[config.mk]
export PLATFORM = sky130hd
export DESIGN_NAME = axis_rx_deframer
export DESIGN_NICKNAME = d
export VERILOG_FILES = /design/src/rtl/axis_rx_deframer.sv
export SDC_FILE = /design/constraint.sdc
export NUM_CORES = 1
export LEC_CHECK = 0
export ABC_AREA = 1
export CORE_AREA = 2 2 111 113
export DETAILED_ROUTE_END_ITERATION = 10
export DIE_AREA = 0 0 113 115
export GPL_TIMING_DRIVEN = 0
export PLACE_DENSITY_LB_ADDON = 0.25
export SLEW_MARGIN = 20
export SYNTH_ARGS = -nofsm -noshare
export SYNTH_HDL_FRONTEND = slang
export SYNTH_SLANG_ARGS = --single-unit
[constraint.sdc]
create_clock -name axis_clk -period 2.9 [get_ports axis_clk]
set_clock_uncertainty 0.1 [all_clocks]
set_input_delay 0.58 -clock axis_clk [delete_from_list [all_inputs] [get_ports axis_clk]]
set_output_delay 0.58 -clock axis_clk [all_outputs]
set_load 0.01 [all_outputs]
[src/rtl/axis_rx_deframer.sv]
// axis_rx_deframer
// Receives 2-word (left, right) AXI-Stream packets carrying signed 24-bit
// samples. One channel of each well-formed packet is sign-extended to OUT_W
// bits and buffered in a first-word-fall-through FIFO. The input never
// backpressures. Framing violations produce a one-cycle frame_err pulse.
// Samples that arrive while the FIFO is full are dropped and counted.
module axis_rx_deframer #(
  parameter int CHANNEL = 1,   // 0 = forward left word, 1 = forward right word
  parameter int OUT_W   = 32,  // 24..32
  parameter int DEPTH   = 4    // power of two, 2..16
) (
  input  logic                       axis_clk,
  input  logic                       axis_reset,
  input  logic [31:0]                s_axis_data,
  input  logic                       s_axis_valid,
  output logic                       s_axis_ready,
  input  logic                       s_axis_last,
  output logic [OUT_W-1:0]           m_axis_data,
  output logic                       m_axis_valid,
  input  logic                       m_axis_ready,
  output logic                       frame_err,
  output logic [15:0]                ovf_count,
  output logic [$clog2(DEPTH):0]     fill
);

  localparam int PTR_W  = $clog2(DEPTH);
  localparam int FILL_W = PTR_W + 1;
  localparam logic [FILL_W-1:0] FULL_LVL = FILL_W'(DEPTH);

  typedef enum logic {
    WAIT_L = 1'b0,
    WAIT_R = 1'b1
  } state_t;

  state_t                state;
  logic [23:0]           left_q;

  logic                  beat;
  logic                  commit;
  logic                  bad_beat;
  logic                  pop;
  logic                  is_full;
  logic                  push_ok;
  logic                  push_ovf;
  logic [23:0]           sel_sample;
  logic [OUT_W-1:0]      push_data;
  logic [FILL_W-1:0]     fill_next;

  logic [OUT_W-1:0]      ram [DEPTH];
  logic [PTR_W-1:0]      wr_ptr;
  logic [PTR_W-1:0]      rd_ptr;

  // Bits [31:24] of each word carry no sample information.
  logic                  unused_hi_bits;
  assign unused_hi_bits = &{1'b0, s_axis_data[31:24]};

  // Beat qualification and packet classification.
  assign beat     = s_axis_valid & s_axis_ready;
  assign commit   = beat && (state == WAIT_R) && s_axis_last;
  assign bad_beat = beat && (((state == WAIT_L) &&  s_axis_last) ||
                             ((state == WAIT_R) && !s_axis_last));

  // The committing beat carries the right word; the left word was latched earlier.
  assign sel_sample = (CHANNEL == 1) ? s_axis_data[23:0] : left_q;
  assign push_data  = OUT_W'($signed(sel_sample));

  // FIFO push/pop decisions. A full FIFO still accepts a push when the head
  // leaves in the same cycle, since the write lands in the slot being freed.
  assign pop      = m_axis_valid & m_axis_ready;
  assign is_full  = (fill == FULL_LVL);
  assign push_ok  = commit && (!is_full || pop);
  assign push_ovf = commit && is_full && !pop;

  // Next occupancy: up on push-only, down on pop-only, unchanged otherwise.
  always_comb begin
    // NOTE: every variable written here gets a default first so no latch is inferred.
    fill_next = fill;
    unique case ({push_ok, pop})
      2'b10:   fill_next = fill + 1'b1;
      2'b01:   fill_next = fill - 1'b1;
      default: fill_next = fill;
    endcase
  end

  // Packet framing FSM with registered ready and error pulse.
  always_ff @(posedge axis_clk) begin
    // NOTE: sequential state uses non-blocking assignments so every register
    // samples pre-edge values regardless of statement order.
    if (axis_reset) begin
      state        <= WAIT_L;
      left_q       <= '0;
      frame_err    <= 1'b0;
      s_axis_ready <= 1'b0;
    end else begin
      s_axis_ready <= 1'b1;
      frame_err    <= bad_beat;
      if (beat) begin
        unique case (state)
          WAIT_L: begin
            if (!s_axis_last) begin
              left_q <= s_axis_data[23:0];
              state  <= WAIT_R;
            end
          end
          WAIT_R: begin
            if (s_axis_last) begin
              state  <= WAIT_L;
            end else begin
              // A second left word replaces the first; keep waiting for right.
              left_q <= s_axis_data[23:0];
            end
          end
          default: state <= WAIT_L;
        endcase
      end
    end
  end

  // FIFO pointers, occupancy and registered output valid.
  always_ff @(posedge axis_clk) begin
    if (axis_reset) begin
      wr_ptr       <= '0;
      rd_ptr       <= '0;
      fill         <= '0;
      m_axis_valid <= 1'b0;
    end else begin
      if (push_ok) wr_ptr <= wr_ptr + 1'b1;
      if (pop)     rd_ptr <= rd_ptr + 1'b1;
      fill         <= fill_next;
      m_axis_valid <= (fill_next != '0);
    end
  end

  // FIFO storage write port.
  always_ff @(posedge axis_clk) begin
    // NOTE: storage is deliberately not reset; emptiness is tracked by fill
    // and the pointers, so stale contents are never presented as valid.
    if (push_ok) ram[wr_ptr] <= push_data;
  end

  // Overflow counter, saturating at all-ones.
  always_ff @(posedge axis_clk) begin
    if (axis_reset) begin
      ovf_count <= '0;
    end else if (push_ovf && (ovf_count != 16'hFFFF)) begin
      ovf_count <= ovf_count + 16'd1;
    end
  end

  // First-word-fall-through read: head entry is always presented.
  assign m_axis_data = ram[rd_ptr];

endmodule
==> impl_metrics.tcl, run 1 <==
set metrics [dict create \
    status "finished with violations" \
    violations "DRC" \
    synthCells 469 \
    cp_data_arrival_time_ns 2.10 \
    coreArea_um2 11800 \
    min_path_cells 2 \
    setup_violations 0 \
    antenna_found_initial 0 \
    die_w_um 113 \
    start_util_pct 44.2 \
    die_y_um 115 \
    fin_area_um2 7070 \
    wl_um 11500 \
    cp-end-kind "output pin" \
    ios 91 \
    rr_endpoint "ram[0][12]$_DFFE_PP_" \
    hold_viol_final 0 \
    cp_max_fo 10 \
    vias 3728 \
    firstDrtPassIters 9 \
    slew_violations 0 \
    synth_fp_nets 512 \
    yosysWarnings 0 \
    ys_seq_area_share_pct 66.3 \
    power-per-cell-area_nw_per_um2 740 \
    grt_pass1_vias 3701 \
    grt-ovfl-total 0 \
    cts_buffers 17 \
    postLayoutCoreUtil_pct 59.8 \
    netlist_area_um2 5220 \
    dpl_cell_area_um2 6330 \
    worst_pin_slew_ns 0.675 \
    p_leak_nw 2.51 \
    grt_usage_pct 18.7 \
    required_ns 2.22 \
    cts_tree "yes" \
    reg2reg_depth 5 \
    hold_path_class "in2reg" \
    holdCritStartpoint "axis_reset" \
    std_cell_rows 40 \
    grt_max_degree 24 \
    crit_path_start_kind "flop" \
    synthDistinctLibCells 35 \
    grt_pass1_wl_um 18300 \
    cts_root_buf "clkbuf_16" \
    yosysTopAreaCell "edfxtp_1" \
    synth_area_leaders "edfxtp_1, dfxtp_1, nor2_1" \
    port_buffers 81 \
    reg2reg_from "fill[0]$_SDFF_PP0_" \
    syn_avg_cell_area_um2 11.1 \
    h-tree-depth 4 \
    whs_ns 0.381 \
    cts_buffer_depth 2 \
    min_period_ns 2.78 \
    layout-drive-gt1-share_pct 15.5 \
    wl_per_cell_um 15.6 \
    nFillCells 955 \
    ir_worst_vdd_v 0.000391 \
    total_power_mw 5.23 \
    n_antenna_cell 0 \
    slew_headroom_pct 55.0 \
    maxCapViolCount 0 \
    timing.fmax_mhz 359 \
    clkTransAtPathRegs_ns 0.06 \
    synth-seq-cells 125 \
    nets 617 \
    antenna_left 0 \
    min_delay_worst_endpoint "ovf_count[3]$_SDFFE_PP0P_" \
    clock-sinks 125 \
    synth_top_area_share_pct 55.2 \
    period_share_pct 96.0 \
    drt-initial-drc-count 281 \
    dieArea_um2 13000 \
    clk_latency_ns 0.41 \
    drc 8 \
    dp_hpwl_um 7340 \
    crit_type "reg2out" \
    area_delta_synth_final_pct 35.3 \
    reg2reg_slack_ns 0.77 \
    place.gp.congestion 0.875 \
    via_per_inst 5.08 \
]
==> synthesized netlist by cell type <==
library cell / n
nand2_1: 66
buf_6: 2
buf_1: 1
inv_1: 24
o22ai_1: 24
clkinv_1: 1
nor2_2: 2
nand4_1: 2
nor2_8: 1
clkbuf_1: 13
nor3_1: 1
nand3_4: 1
ha_1: 5
xnor2_1: 8
a211oi_1: 1
o21ai_0: 54
dfxtp_1: 29
nand2_4: 2
nand3_1: 19
nor2_1: 75
and2_1: 1
buf_2: 2
fa_1: 1
buf_4: 8
inv_2: 3
nor3_4: 1
edfxtp_1: 96
a21oi_2: 8
nand2_2: 2
clkinv_2: 1
nand4_2: 1
a21oi_1: 9
nand3_2: 1
xor2_1: 3
nor2_4: 1
==> repair_timing <==
item	4_1_cts	5_1_grt
setup buffers	1	0
endpoints found under the setup margin	29	29
pin swaps	1	0
resized for setup	17	22
hold buffers	0	0
==> metal layers <==
metal	GRT usage [%]	routed length (um)	vias to the layer above
li1	-	-	1836
met1	22.2	4870	1741
met2	31.8	5620	132
met3	5.85	819	19
met4	7.40	180	0
met5	0	0	-
==> how the worst max path moves through the flow <==
stage | start | end | slack, ns | cells after the start
finish | flop | m_axis_data[8] | 0.12 | 4
global route | flop | m_axis_data[8] | -0.02 | 6
CTS | flop | m_axis_data[31] | 0.001 | 6
detailed placement | flop | m_axis_data[31] | -0.01 | 5
global placement | s_axis_last | ram[3][11]$_DFFE_PP_ | -1.06 | 5
floorplan | s_axis_last | ram[0][0]$_DFFE_PP_ | 0.39 | 4
==> worst max-delay path: stages (launching register included) <==
cell             delay, ns
dfxtp_1               0.49
clkbuf_2              0.30
o21ai_0               0.13
o22ai_1               0.20
clkdlybuf4s50_1       0.57
==> stage by stage <==
stage	worst slack, ns	instances	setup TNS (ns)
finish	0.116	734	0
global route	-0.0180	734	-0.0180
CTS	0.00112	734	0
detailed placement	-0.0136	701	-0.0242
global placement	-1.06	697	-96.10
floorplan	0.392	469	0
==> layout by cell type, fill, tap and decap left out, types with 9 or more instances in the layout <==
cell type,n
o21ai_0,53
dfxtp_1,28
nand3_1,19
edfxtp_1,96
clkdlybuf4s50_1,80
nand2_1,66
inv_1,23
buf_4,10
a21oi_1,9
clkbuf_16,17
o22ai_1,23
nor2_1,71
==> kinds of logic (layout without fill, tap and decap cells) <==
kind of cell / after synthesis / count (layout) / synth area share (%)
fa+ha+maj: 6 / 6 / 1.58
compound gates: 96 / 96 / 10.4
flops: 125 / 125 / 66.3
simple gates: 176 / 176 / 15.0
buf+inv: 55 / 173 / 4.89
xor+xnor: 11 / 11 / 1.84
==> power breakdown <==
part | leakage (nW) | total, mW | switching (mW) | internal (mW)
Clock | 0.319 | 2.38 | 0.768 | 1.61
Sequential | 1.10 | 2.00 | 0.0347 | 1.96
Combinational | 1.09 | 0.852 | 0.434 | 0.417
==> state kept, by name (all words and copies together) (netlist names), named ones only <==
name          count
wr_ptr            2
ram              96
ovf_count        16
frame_err         1
s_axis_ready      1
rd_ptr            2
m_axis_valid      1
state             1
fill              3
==> layout make-up <==
cell class / count / area [um^2] / share of cell area [%]
plain buffers: 26 / 194 / 2.74
well taps: 147 / 184 / 2.60
flip-flops and latches: 125 / 3460 / 49.0
inverters: 29 / 110 / 1.56
repair buffers: 86 / 903 / 12.8
multi-input cells: 289 / 1540 / 21.8
clock inverters: 15 / 243 / 3.44
clock buffers: 17 / 425 / 6.02
No activity file was read; power rests on OpenSTA's default activity.
==> run 2, diff against run 1 <==
--- a/config.mk
+++ b/config.mk
@@ -6,11 +6,13 @@
 export NUM_CORES = 1
 export LEC_CHECK = 0
 export ABC_AREA = 1
+export CAP_MARGIN = 5
 export CORE_AREA = 2 2 111 113
 export DETAILED_ROUTE_END_ITERATION = 10
 export DIE_AREA = 0 0 113 115
 export GPL_TIMING_DRIVEN = 0
 export PLACE_DENSITY_LB_ADDON = 0.25
+export REMOVE_ABC_BUFFERS = 1
 export SLEW_MARGIN = 20
 export SYNTH_ARGS = -nofsm -noshare
 export SYNTH_HDL_FRONTEND = slang
==> run 2 against run 1 <==
  * The flow still finishes with violations (DRC)
  * Highest routed layer unchanged
  * Count of clock-buffer cells in the layout rose by 1
  * Total power decreased by 11%
  * Register-to-register slack hardly changed
  * Global-route usage shrank 1.6 points
  * Sequential cell count is the same
  * Sequential share of layout area up 1.4 points
  * Combinational power fell by 7.5%
  * Non-clock buffer count shrank 19
  * Clock power fell by 22%
==> impl_metrics.tcl, run 2 (synthesis results as in run 1) <==
set metrics [dict create \
    crit_path_start_kind "flop" \
    dpl_cell_area_um2 6240 \
    area_delta_synth_final_pct 31.6 \
    port_buffers 82 \
    dp_hpwl_um 6570 \
    cts_buffers 17 \
    cp_data_arrival_time_ns 2.08 \
    dieArea_um2 13000 \
    grt_max_degree 49 \
    rr_endpoint "ram[0][10]$_DFFE_PP_" \
    p_leak_nw 2.37 \
    drt-initial-drc-count 183 \
    reg2reg_depth 5 \
    period_share_pct 95.2 \
    cp_cell_sequence "o21ai_0 -> o22ai_2 -> buf_4 -> clkdlybuf4s50_1" \
    status "finished with violations" \
    place.gp.congestion 0.833 \
    hold_path_class "reg2reg" \
    setup_slack_ns 0.139 \
    timing.fmax_mhz 362 \
    cts_tree "yes" \
    cpMaxStageDelayCell "dfxtp_4" \
    layout_common_cells "edfxtp_1, clkdlybuf4s50_1, nor2_1" \
    wl_per_cell_um 15.1 \
    grt_usage_pct 17.0 \
    total_power_mw 4.65 \
    crit_end "m_axis_data[26]" \
    cp_max_fo 26 \
    grt-ovfl-total 0 \
    reg_top3 "ram (96), ovf_count (16), fill (3)" \
    hold_viol_final 0 \
    via_per_inst 5.13 \
    ir_worst_vdd_v 0.000319 \
    slew_violations 0 \
    reg2reg_slack_ns 0.76 \
    n_antenna_cell 0 \
    die_y_um 115 \
    slew_headroom_pct 37.6 \
    grt_pass1_vias 3640 \
    cts_hold_buf 0 \
    whs_ns 0.380 \
    clkTransAtPathRegs_ns 0.05 \
    std_cell_rows 40 \
    largest_reg_flops 96 \
    nFillCells 988 \
    required_ns 2.22 \
    final_common_cell "edfxtp_1" \
    reg2reg_from "fill[0]$_SDFF_PP0_" \
    clk_latency_ns 0.40 \
    firstDrtPassIters 8 \
    start_util_pct 44.2 \
    min_period_ns 2.76 \
    coreArea_um2 11800 \
    setup_violations 0 \
    maxCapViolCount 0 \
    die_w_um 113 \
    place_ws_ns -0.546 \
    wl_um 10800 \
    h-tree-depth 4 \
    worst_pin_slew_ns 0.933 \
    clock-sinks 125 \
    cts_buffer_depth 2 \
    nets 599 \
    layout-drive-gt1-share_pct 12.9 \
    rsz0062_at_grt "false" \
    fin_area_um2 6880 \
    cp-end-kind "output pin" \
    antenna_found_initial 0 \
    violations "DRC" \
    vias 3669 \
    ios 91 \
    largest_register "ram" \
    cpPeakStageDelay_ns 0.55 \
    antenna_left 0 \
    crit_type "reg2out" \
    drc 7 \
    cts_root_buf "clkbuf_16" \
    power-per-cell-area_nw_per_um2 676 \
    grt_pass1_wl_um 17000 \
]
==> run 2: cell types whose count changed in the layout (fill, tap and decap cells not counted), moves of 2 or more <==
cell	change
inv_6	-2
clkdlybuf4s50_1	+2
clkbuf_2	-4
buf_6	-4
clkbuf_4	-7
clkinvlp_4	+3
clkinv_2	+4
dfxtp_4	+2
buf_16	+3
bufinv_16	-5
buf_4	-5
==> run 2: through the flow <==
step | cells | utilization, % | setup TNS (ns)
final | 715 | 58.2 | 0
after global routing | 715 | 58.2 | 0
after CTS | 713 | 57.9 | 0
after detailed placement | 677 | 52.9 | -9.89
after global placement | 672 | 51.5 | -148.03
after floorplan | 443 | - | -6.24
==> run 2: worst min path at each step <==
stage | start | to | slack [ns] | cells after the start
after global placement | rd_ptr[0]$_SDFFE_PP0N_ | rd_ptr[0]$_SDFFE_PP0N_ | 0.35 | 1
after floorplan | rd_ptr[0]$_SDFFE_PP0N_ | flop | 0.34 | 1
after detailed placement | rd_ptr[0]$_SDFFE_PP0N_ | flop | 0.37 | 1
after CTS | rd_ptr[0]$_SDFFE_PP0N_ | flop | 0.38 | 1
after global routing | ovf_count[15]$_SDFFE_PP0P_ | ovf_count[15]$_SDFFE_PP0P_ | 0.42 | 2
final | rd_ptr[0]$_SDFFE_PP0N_ | flop | 0.38 | 1
==> run 2: where the power goes <==
part / internal [mW] / total [mW] / switching [mW]
registers: 1.96 / 2.01 / 0.0416
logic: 0.387 / 0.788 / 0.401
clock network: 1.16 / 1.85 / 0.698
total: 3.51 / 4.65 / 1.14
==> run 2: per-layer routing <==
| metal | routed length, um | GRT usage [%] |
|---|---|---|
| met5 | 0 | 0 |
| met4 | 144 | 6.91 |
| met3 | 702 | 4.59 |
| met2 | 5330 | 29.0 |
| met1 | 4600 | 20.7 |
==> run 2: repair_timing <==
item | CTS | global route
gates resized for setup | 9 | 3
gates cloned | 1 | 1
buffers inserted | 4 | 1
pin swaps | 1 | 0
setup endpoints to repair | 32 | 10
==> run 2: final cells by class <==
| class | count | area (um^2) | share of cell area [%] |
|---|---|---|---|
| clock inverters | 13 | 103 | 1.49 |
| clock buffers | 18 | 429 | 6.24 |
| repair inverters | 1 | 7.51 | 0.109 |
| flip-flops and latches | 125 | 3470 | 50.5 |
| inverters | 29 | 126 | 1.84 |
| multi-input cells | 289 | 1540 | 22.4 |
| well taps | 147 | 184 | 2.68 |
| repair buffers | 93 | 1010 | 14.7 |
==> run 2: critical path, delay by kind of cell, from the launching register on <==
kind | cells | cell delay (ns)
buffers and inverters | 2 | 0.71
flip-flops | 1 | 0.55
AO/OA/AOI/OAI | 2 | 0.41
==> run 3, diff against run 2 <==
--- a/config.mk
+++ b/config.mk
@@ -8,12 +8,12 @@
 export ABC_AREA = 1
 export CAP_MARGIN = 5
 export CORE_AREA = 2 2 111 113
+export CTS_CLUSTER_SIZE = 14
 export DETAILED_ROUTE_END_ITERATION = 10
 export DIE_AREA = 0 0 113 115
 export GPL_TIMING_DRIVEN = 0
 export PLACE_DENSITY_LB_ADDON = 0.25
 export REMOVE_ABC_BUFFERS = 1
-export SLEW_MARGIN = 20
 export SYNTH_ARGS = -nofsm -noshare
 export SYNTH_HDL_FRONTEND = slang
 export SYNTH_SLANG_ARGS = --single-unit
==> run 3 against run 2 <==
  * The flow still finishes with violations (DRC)
  * Sequential power about the same
  * Routed wire length up 2.9%
  * Critical path depth increased by 2
  * Combinational power is 5.3% higher
  * Hold slack got worse by 0.0033 ns
  * Largest cell class unchanged
==> impl_metrics.tcl, run 3 (synthesis results as in run 1) <==
set metrics [dict create \
    hold_viol_final 0 \
    vias 3679 \
    setup_slack_ns 0.103 \
    reg_top3 "ram (96), ovf_count (16), fill (3)" \
    largest_reg_flops 96 \
    clk_latency_ns 0.41 \
    crit_path_start_kind "flop" \
    die_y_um 115 \
    cts_buffers 17 \
    dieArea_um2 13000 \
    status "finished with violations" \
    p_switching_mw 1.18 \
    largest_register "ram" \
    hold_path_class "reg2reg" \
    final_common_cell "edfxtp_1" \
    wl_per_cell_um 15.5 \
    dp.cells 673 \
    n_antenna_cell 0 \
    min_period_ns 2.80 \
    p_int_mw 3.72 \
    grt_usage_pct 17.8 \
    cts_hold_buf 0 \
    via_per_inst 5.13 \
    drt-initial-drc-count 185 \
    cp_data_arrival_time_ns 2.12 \
    ir_worst_vdd_v 0.000277 \
    h-tree-depth 4 \
    timing.fmax_mhz 358 \
    layout_common_cells "edfxtp_1, clkdlybuf4s50_1, nor2_1" \
    maxCapViolCount 0 \
    dp_hpwl_um 6360 \
    place_ws_ns -0.597 \
    grt_pass1_wl_um 17600 \
    grt_max_degree 27 \
    drc 7 \
    wl_um 11100 \
    cts_buffer_depth 2 \
    crit_type "reg2out" \
    required_ns 2.22 \
    final_cells 717 \
    p_leak_nw 2.37 \
    clkTransAtPathRegs_ns 0.05 \
    power-per-cell-area_nw_per_um2 713 \
    port_buffers 82 \
    pwr-share-seq_pct 41.2 \
    cp-end-kind "output pin" \
    netSwitchingFraction_pct 24.0 \
    start_util_pct 44.2 \
    cp_max_fo 26 \
    reg2reg_slack_ns 0.67 \
    slew_violations 0 \
    setup_violations 0 \
    nFillCells 991 \
    worst_pin_slew_ns 0.926 \
    area_delta_synth_final_pct 31.5 \
    clock_power_share_pct 41.9 \
    slew_headroom_pct 38.0 \
    grt-ovfl-total 0 \
    coreArea_um2 11800 \
    period_share_pct 96.4 \
    cts_root_buf "clkbuf_16" \
    std_cell_rows 40 \
    antenna_left 0 \
    nets 600 \
    place.gp.congestion 0.833 \
    clock-sinks 125 \
    grt_pass1_vias 3674 \
    combPwrFrac_pct 17.0 \
    ios 91 \
    die_w_um 113 \
    violations "DRC" \
    antenna_found_initial 0 \
    firstDrtPassIters 8 \
    cts_tree "yes" \
    layout-drive-gt1-share_pct 12.6 \
]
run 3: changes by cell type in the layout (fill, tap and decap cells not counted), moves of 2 or more:
cell	before	now
clkinv_2	6	3
buf_16	4	2
buf_4	5	7
bufinv_16	1	3
clkinv_1	3	5
run 3: cell type report:
type | instances | area (um^2) | area share, %
inverters | 29 | 118 | 1.71
flip-flops and latches | 125 | 3470 | 50.5
clock inverters | 13 | 148 | 2.15
clock buffers | 19 | 433 | 6.30
repair buffers | 93 | 960 | 14.0
well taps | 147 | 184 | 2.68
multi-input cells | 289 | 1540 | 22.4
repair inverters | 2 | 15.0 | 0.219
run 3: worst paths after layout:
path	from	end	cells after the start
hold / removal	rd_ptr[0]$_SDFFE_PP0N_	flop	1
setup / recovery	flop	m_axis_data[28]	6
setup reg to reg	fill[0]$_SDFF_PP0_	ram[3][20]$_DFFE_PP_	4
hold reg to reg	rd_ptr[0]$_SDFFE_PP0N_	flop	1
run 3: repair_timing:
action / CTS / global route
resized for setup: 8 / 0
buffers inserted: 5 / 5
pin swaps: 0 / 1
endpoints found under the setup margin: 32 / 9
cloned: 2 / 0
run 3: power groups by stage:
stage | clock network (mW) | registers [mW] | logic, mW
3_5_place_dp | 0 | 2.08 | 0.704
4_1_cts | 2.08 | 2.02 | 0.794
3_3_place_gp | 0 | 2.08 | 0.673
2_1_floorplan | 0 | 2.06 | 0.310
6_report | 2.05 | 2.02 | 0.830
5_1_grt | 2.18 | 2.02 | 0.893
run 3: routing by layer:
metal / GRT usage, % / wire, um
met2: 29.9 / 5570
met5: 0 / 0
met4: 7.32 / 76
met3: 6.11 / 676
met1: 21.2 / 4770
run 3: metrics by stage:
step                      setup TNS (ns)  util, %  power, mW  hold slack, ns  area [um^2]
after floorplan                    -6.24        -       2.37           0.344         5080
after global placement           -148.03     51.5       2.75           0.354         6080
after detailed placement          -15.28     52.0       2.78           0.375         6140
after CTS                              0     57.7       4.90           0.384         6820
after global routing             -0.0204     58.2       5.10           0.422         6870
final                                  0     58.2       4.90           0.377         6870
run 3: worst max-delay path, stage by stage, from the launching register on:
cell	delay, ns
dfxtp_4	0.44
clkinvlp_4	0.16
buf_16	0.18
o21ai_0	0.20
o22ai_2	0.08
buf_4	0.17
clkdlybuf4s50_1	0.48
